$ cat src/rtl/regread_pkg.sv
// regread_pkg: shared constants for the register-read stage
// Provides one-hot opcode bit positions, the one-hot width and default datapath sizes.
package regread_pkg;
    localparam int OH_W        = 26;
    localparam int DEF_XLEN    = 16;
    localparam int DEF_NREGS   = 8;
    localparam int DEF_INSTR_W = 16;
    // Bit positions inside the decoded one-hot opcode vector.
    typedef enum int unsigned {
        ADA, ADC, ADZ, AWC, ACA, ACC, ACZ, ACW, ADI, NDU, NDC, NDZ, NCU,
        NCC, NCZ, LLI, LW, SW, LM, SM, BEQ, BLT, BLE, JAL, JLR, JRI
    } oh_idx_e;
endpackage

$ cat src/rtl/regread_fwd_mux.sv
// regread_fwd_mux: one source operand's priority select
// Ports: idx (source index); ex/mem/wb valid, dest index and value; ex_is_load; gpr_val
// (register file read); val (resolved operand); load_hit (operand cannot be resolved yet).
// Macro REGREAD_FWD_EN: defined selects EX > MEM > WB > GPR forwarding; undefined keeps
// only the WB write-through and reports any pending EX/MEM writer as a hit.
module regread_fwd_mux #(
    parameter int XLEN  = 16,
    parameter int IDX_W = 3
) (
    input  logic [IDX_W-1:0] idx,
    input  logic             ex_valid,
    input  logic             ex_is_load,
    input  logic [IDX_W-1:0] ex_rd,
    input  logic [XLEN-1:0]  ex_val,
    input  logic             mem_valid,
    input  logic [IDX_W-1:0] mem_rd,
    input  logic [XLEN-1:0]  mem_val,
    input  logic             wb_valid,
    input  logic [IDX_W-1:0] wb_rd,
    input  logic [XLEN-1:0]  wb_val,
    input  logic [XLEN-1:0]  gpr_val,
    output logic [XLEN-1:0]  val,
    output logic             load_hit
);
    logic ex_hit, mem_hit, wb_hit;
    assign ex_hit  = ex_valid & (ex_rd == idx);
    assign mem_hit = mem_valid & (mem_rd == idx);
    assign wb_hit  = wb_valid & (wb_rd == idx);
`ifdef REGREAD_FWD_EN
    // A load in EX has no value yet: it is skipped as a source and flagged instead.
    assign load_hit = ex_hit & ex_is_load;
    assign val = (ex_hit & ~ex_is_load) ? ex_val :
                 mem_hit                ? mem_val :
                 wb_hit                 ? wb_val : gpr_val;
`else
    logic unused_fwd;
    assign unused_fwd = ^{ex_is_load, ex_val, mem_val};
    assign load_hit = ex_hit | mem_hit;
    assign val      = wb_hit ? wb_val : gpr_val;
`endif
endmodule

$ cat src/rtl/regread_fwd.sv
// regread_fwd: register-read stage with GPR file, operand forwarding and hazard control
// Inputs: decode slot (valid, pc, instr, one_hot, imm, rd/ra/rb indices, source-use flags),
// branch_valid_i flush, stall_i backpressure, EX/MEM/WB results (valid, value, dest, EX load flag).
// Outputs: hazard_stall_o (combinational hold of decode), registered execute payload and
// resolved operands. Macro REGREAD_FWD_EN enables the full forwarding network.
module regread_fwd
    import regread_pkg::*;
#(
    parameter int XLEN    = DEF_XLEN,
    parameter int NREGS   = DEF_NREGS,
    parameter int IDX_W   = $clog2(NREGS),
    parameter int INSTR_W = DEF_INSTR_W
) (
    input  logic               clk_i,
    input  logic               rst_i,
    input  logic               opcode_valid_i,
    input  logic [XLEN-1:0]    opcode_pc_i,
    input  logic [INSTR_W-1:0] opcode_instr_i,
    input  logic [OH_W-1:0]    one_hot_i,
    input  logic [XLEN-1:0]    imm_val_i,
    input  logic [IDX_W-1:0]   dec_rd_idx_i,
    input  logic [IDX_W-1:0]   dec_ra_idx_i,
    input  logic [IDX_W-1:0]   dec_rb_idx_i,
    input  logic               dec_uses_ra_i,
    input  logic               dec_uses_rb_i,
    input  logic               branch_valid_i,
    input  logic               stall_i,
    input  logic               ex_valid_i,
    input  logic               mem_valid_i,
    input  logic               wb_valid_i,
    input  logic [XLEN-1:0]    ex_val_i,
    input  logic [XLEN-1:0]    mem_val_i,
    input  logic [XLEN-1:0]    wb_val_i,
    input  logic [IDX_W-1:0]   ex_rd_idx_i,
    input  logic [IDX_W-1:0]   mem_rd_idx_i,
    input  logic [IDX_W-1:0]   wb_rd_idx_i,
    input  logic               ex_is_load_i,
    output logic               hazard_stall_o,
    output logic               opcode_valid_o,
    output logic [XLEN-1:0]    opcode_pc_o,
    output logic [INSTR_W-1:0] opcode_instr_o,
    output logic [OH_W-1:0]    one_hot_o,
    output logic [XLEN-1:0]    imm_val_o,
    output logic [XLEN-1:0]    operand_val_a,
    output logic [XLEN-1:0]    operand_val_b,
    output logic [IDX_W-1:0]   exec_rd_idx_o
);
    logic [XLEN-1:0] gpr [NREGS];
    logic [XLEN-1:0] val_a, val_b;
    logic            hit_a, hit_b, haz;

    always_ff @(posedge clk_i) begin
        if (rst_i) begin
            for (int i = 0; i < NREGS; i++) gpr[i] <= '0;
        end else if (wb_valid_i) begin
            gpr[wb_rd_idx_i] <= wb_val_i;
        end
    end

    regread_fwd_mux #(.XLEN(XLEN), .IDX_W(IDX_W)) u_mux_a (
        .idx(dec_ra_idx_i), .ex_valid(ex_valid_i), .ex_is_load(ex_is_load_i),
        .ex_rd(ex_rd_idx_i), .ex_val(ex_val_i), .mem_valid(mem_valid_i),
        .mem_rd(mem_rd_idx_i), .mem_val(mem_val_i), .wb_valid(wb_valid_i),
        .wb_rd(wb_rd_idx_i), .wb_val(wb_val_i), .gpr_val(gpr[dec_ra_idx_i]),
        .val(val_a), .load_hit(hit_a)
    );

    regread_fwd_mux #(.XLEN(XLEN), .IDX_W(IDX_W)) u_mux_b (
        .idx(dec_rb_idx_i), .ex_valid(ex_valid_i), .ex_is_load(ex_is_load_i),
        .ex_rd(ex_rd_idx_i), .ex_val(ex_val_i), .mem_valid(mem_valid_i),
        .mem_rd(mem_rd_idx_i), .mem_val(mem_val_i), .wb_valid(wb_valid_i),
        .wb_rd(wb_rd_idx_i), .wb_val(wb_val_i), .gpr_val(gpr[dec_rb_idx_i]),
        .val(val_b), .load_hit(hit_b)
    );

    assign haz            = opcode_valid_i & ((dec_uses_ra_i & hit_a) | (dec_uses_rb_i & hit_b));
    assign hazard_stall_o = haz | stall_i;

    // Payload loads on every non-stalled edge (a flush overrides the stall); flush and
    // hazard only kill the valid bit since the payload is then don't-care.
    always_ff @(posedge clk_i) begin
        if (rst_i) begin
            opcode_valid_o <= 1'b0;
            opcode_pc_o    <= '0;
            opcode_instr_o <= '0;
            one_hot_o      <= '0;
            imm_val_o      <= '0;
            operand_val_a  <= '0;
            operand_val_b  <= '0;
            exec_rd_idx_o  <= '0;
        end else if (branch_valid_i | ~stall_i) begin
            opcode_valid_o <= opcode_valid_i & ~branch_valid_i & ~haz;
            opcode_pc_o    <= opcode_pc_i;
            opcode_instr_o <= opcode_instr_i;
            one_hot_o      <= one_hot_i;
            imm_val_o      <= imm_val_i;
            operand_val_a  <= val_a;
            operand_val_b  <= val_b;
            exec_rd_idx_o  <= dec_rd_idx_i;
        end
    end
endmodule

$ cat config.mk
export PLATFORM = sky130hd
export DESIGN_NAME = regread_fwd
export DESIGN_NICKNAME = d
export VERILOG_FILES = /design/src/rtl/regread_pkg.sv /design/src/rtl/regread_fwd_mux.sv /design/src/rtl/regread_fwd.sv
export SDC_FILE = /design/constraint.sdc
export NUM_CORES = 1
export LEC_CHECK = 0
export CELL_PAD_IN_SITES_DETAIL_PLACEMENT = 0
export CELL_PAD_IN_SITES_GLOBAL_PLACEMENT = 1
export CORE_UTILIZATION = 39
export DETAILED_ROUTE_END_ITERATION = 10
export HOLD_SLACK_MARGIN = 0.1
export MAX_ROUTING_LAYER = met4
export PLACE_DENSITY = 0.85
export SLEW_MARGIN = 20
export SYNTH_ARGS = -nofsm -noshare
export SYNTH_HDL_FRONTEND = slang
export SYNTH_SLANG_ARGS = --single-unit
$ cat constraint.sdc
create_clock -name clk_i -period 2.68 [get_ports clk_i]
set_clock_uncertainty 0.2 [all_clocks]
set_input_delay 0.536 -clock clk_i [delete_from_list [all_inputs] [get_ports clk_i]]
set_output_delay 0.536 -clock clk_i [all_outputs]
set_load 0.1 [all_outputs]
Word-level counts from Yosys, hierarchy flattened. Memories as Yosys holds them, arrays and structs flattened. A register that Yosys moved wholly into a read port is not among the register bits. Index checks and enable logic that the tools add are counted.

Bitwise logic cells: 17. Reduce and logical (&&, ||, !) cells: 1. Eq/ne operators: 4. Multiplexer cells: 8.

Operators by type and width (count): two-way mux 16 bit (1); OR reduction 16 bit (1); equality test 3 bit (4); AND 1 bit (9); two-way mux 1 bit (6); bitwise OR 1 bit (5); two-way mux 3 bit (1); NOT 1 bit (3).

Logic and storage cells: 37. Output and inout port bits: 111. Register bits: 78. Bits of input ports: 151. Bits in writable memories: 128. Memories kept: 1.

Memories: gpr (depth 8, bits a word 16, rd ports 2, clocked after memory_dff 2, wr ports 8, line regread_fwd.sv:48) `logic [XLEN-1:0] gpr [NREGS];`.

Logic depth before layout (Yosys ltp).
Depth after elaboration: 8. Depth in mapped cells: 8. Depth with buffers taken out: 5.

Hierarchy. A second synthesis with hierarchy kept.

Cell total of the unflattened synthesis: 941. Area total of the unflattened synthesis: 11387.2 µm².

By module, submodules not included: regread_fwd (cells an instance 881, area each 10714.0 µm², seq. area each 6045.8 µm², instances 1); regread_fwd_mux (cells an instance 30, area each 336.6 µm², seq. area each 0.0 µm², instances 2).

Least setup slack after synthesis. OpenSTA, ideal clock, no wires.

Path kind: input to output. Start point: in dec_rb_idx_i[0]. End point: out hazard_stall_o. Data arrival time: 1928 ps. Buffers on the path: 2. Required time: 1944 ps. Cell stages on the path: 7. Setup slack: 16 ps. Cell sequence: buf_6 -> buf_6 -> xnor2_1 -> nand4_1 -> nand2_1 -> a22o_1 -> a21o_1.

Longest elaborated chain between the ends: 7. Elaborated cells between the ends (all ways): 9. Classes of those cells: eq/ne (2); bitwise (7).

Ends and longest elaborated chain: from (decl) (line regread_fwd.sv:23) `input logic [IDX_W-1:0] dec_rb_idx_i,`; equality test 3 bit (on tied branches) (line regread_fwd_mux.sv:26, regread_fwd_mux.sv:27); AND 1 bit (on tied branches) (line regread_fwd_mux.sv:26, regread_fwd_mux.sv:27); bitwise OR 1 bit (*) (line regread_fwd_mux.sv:38) `assign load_hit = ex_hit | mem_hit;`; AND 1 bit (*) (line regread_fwd.sv:76) `assign haz = opcode_valid_i & ((dec_uses_ra_i & hit_a) | (dec_uses_rb_i & hit_b));`; bitwise OR 1 bit (*) (line regread_fwd.sv:76); AND 1 bit (*) (line regread_fwd.sv:76); bitwise OR 1 bit (*) (line regread_fwd.sv:77) `assign hazard_stall_o = haz | stall_i;`; to (decl) (line regread_fwd.sv:38) `output logic hazard_stall_o,`.

Mark *: on every way between the ends. The rest lies on a longest branch, timed or not.

Worst setup path after layout.
Start point: in dec_rb_idx_i[2]. End point: out hazard_stall_o.

The elaborated chain is that of the path after synthesis.

==> metrics.yaml <==
status: "finished clean"
placed_area_um2: 13800
grt_max_degree: 83
wl_per_cell_um: 20.1
dr.pass1.iters: 5
r2r_cells: 5
ios: 262
ff2ff_setup_slack_ns: 0.86
worst_setup_path_end_kind: "primary output"
core-area_um2: 27900
drt_wl_total_um: 31800
die_h_um: 171
grtUsageTotal: 0.218
arrival_ns: 1.83
area_delta_synth_final_pct: 32.4
clock_sinks: 238
clkTransAtPathRegs_ns: 0.06
nets: 1334
tightest_slew_ns: 0.891
finalSetupViolCount: 0
drive_above_1_share: 0.207
place_ws_ns: -0.195
yosysWarnings: 0
rsz0062_at_grt: "no"
start_util: 0.398
cts_buffers: 25
place.gp.congestion: 0.808
setup_ws_ns: 0.117
max-slew-margin-rel: 0.406
grt_pass1_vias: 7929
port_buffers: 228
worstPathRequired_ns: 1.94
die_w_um: 171
overflow: 0
syn-instance-count: 949
synth_nets: 1100
timing.final.crit_share: 0.956
critPathCapture: "hazard_stall_o"
worstSetupPathType: "in2out"
startpoint_type: "input port"
yosys.area.top_type_share: 0.346
yosysSeqAreaShare: 0.544
ir_drop_mv: 0.374
rows: 61
final_hold_viol_count: 0
avgSynthCellArea_um2: 11.7
r2r-end: "operand_val_a[2]$_SDFFE_PP0P_"
htree_num_levels: 1
cts_max_path_buffers: 3
dp.cells: 1533
drc: 0
fmaxAchievable_ghz: 0.390
slew_violations: 0
postRouteAntennaNets: 0
cp_max_fo: 3
stdcell_area_um2: 14700
startpoint: "dec_rb_idx_i[2]"
cts_root_buf: "clkbuf_16"
p_per_area_nw_per_um2: 684
synth_seq_cells: 238
synthTopCellsByArea: "edfxtp_1 35%, dfxtp_1 20%, mux4_1 8.7%"
leakage_nw: 5.87
max_cap_viol_count: 0
dr.first_iter.drc_count: 700
netlist_area_um2: 11100
post_drt_via_cell_ratio: 5.25
hold_buffers: 0
grt_pass1_wl_um: 46500
dp_hpwl_um: 21400
layout.cells.non_filler: 1583
synth_top_cell_by_area: "edfxtp_1"
route.vias.total: 8315
antenna_found_initial: 4
min_period_ns: 2.56
dieArea_um2: 29200
hold_path.class: "in2reg"
rr_startpoint: "gpr[1][2]$_SDFFCE_PN0P_"
clk_latency_ns: 0.54
total_power_mw: 10.1
synth_cell_types: 25
cts_tree: "built"
==> cells in the mapped netlist <==
cell type,count
a21o_1,1
a21oi_1,109
a22o_1,1
and2_1,128
buf_2,17
buf_4,8
buf_6,9
clkbuf_1,39
dfxtp_1,110
edfxtp_1,128
mux2i_1,32
mux4_1,37
mux4_2,26
mux4_4,1
nand2_1,223
nand2b_1,4
nand4_1,6
nor2_1,6
nor2b_1,2
nor3_1,2
o211ai_1,32
o32ai_1,1
or2_2,8
or4b_2,1
xnor2_1,18
==> logic make-up (layout without fill, tap and decap cells) <==
group           Yosys count  count (layout)  synth area share
other cells               0               3                 0
buf+inv                  73             326            0.0353
mux                      96              96             0.171
compound gates          144             144            0.0729
xor+xnor                 18              18            0.0142
simple gates            380             380             0.162
flops                   238             238             0.544
==> layer usage <==
layer  global-route usage  up-vias  wire length (um)
met5                    -        -                 0
met4               0.0757        0               962
met3               0.0474       62              2670
met2                0.365      325             15600
met1                0.258     4046             12600
li1                     -     3882                 -
==> cell type report <==
type	count	area [um^2]
Fill cell	2395	13200
Sequential cell	238	6050
Multi-Input combinational cell	638	4720
Timing Repair Buffer	280	2590
Clock buffer	34	693
Tap cell	378	473
Clock inverter	12	180
Antenna cell	3	7.51
==> registers in the layout, summed over array words and instances (netlist names), 3 cells and up <==
register / count
exec_rd_idx_o: 3
one_hot_o: 26
opcode_instr_o: 16
opcode_pc_o: 16
gpr: 128
imm_val_o: 16
operand_val_a: 16
operand_val_b: 16
==> stage by stage <==
step                      utilization  TNS, ns  hold WS, ns
after floorplan                     -        0        0.450
after global placement          0.494   -0.400        0.239
after detailed placement        0.494   -0.811        0.244
after CTS                       0.526        0        0.130
after global routing            0.527        0        0.139
final                           0.527        0        0.142
==> worst min-delay path by stage <==
stage          cells after the start                    startpoint  slack, ns                      endpoint
5_1_grt                            3                         rst_i       0.14   opcode_valid_o$_SDFFE_PP0P_
3_5_place_dp                       2    one_hot_o[10]$_SDFFE_PP0P_       0.24    one_hot_o[10]$_SDFFE_PP0P_
4_1_cts                            3                         rst_i       0.13   opcode_valid_o$_SDFFE_PP0P_
6_report                           3                         rst_i       0.14   opcode_valid_o$_SDFFE_PP0P_
2_1_floorplan                      1                branch_valid_i       0.45   opcode_valid_o$_SDFFE_PP0P_
3_3_place_gp                       2  opcode_pc_o[12]$_SDFFE_PP0P_       0.24  opcode_pc_o[12]$_SDFFE_PP0P_
==> what timing repair did <==
item / CTS / global route
resized for setup: 16 / 0
setup buffers: 1 / 0
endpoints found under the setup margin: 1 / 0
==> where the power goes <==
part / internal [mW] / switching [mW]
logic: 0.706 / 1.44
registers: 4.09 / 0.130
clock network: 2.21 / 1.49
total: 7.01 / 3.05
==> worst max-delay path, cell delays in order <==
cell	delay [ns]
dlygate4sd2_1	0.39
xnor2_1	0.13
nand4_1	0.09
nand2_1	0.05
a22o_1	0.24
a21o_1	0.20
buf_12	0.17
==> placed cells by master (no fill, tap or decap), drive strengths merged, types with 2 or more instances in the layout <==
cell type	netlist	layout
a21oi	109	109
and2	128	128
buf	34	166
bufinv	0	4
clkbuf	39	34
clkdlybuf4s50	0	104
clkinvlp	0	3
dfxtp	110	110
diode	0	3
dlygate4sd2	0	10
edfxtp	128	128
inv	0	4
mux2i	32	32
mux4	64	64
nand2	223	223
nand2b	4	4
nand4	6	6
nor2	6	6
nor2b	2	2
nor3	2	2
o211ai	32	32
or2	8	8
xnor2	18	18
No activity file was read; power rests on OpenSTA's default activity.
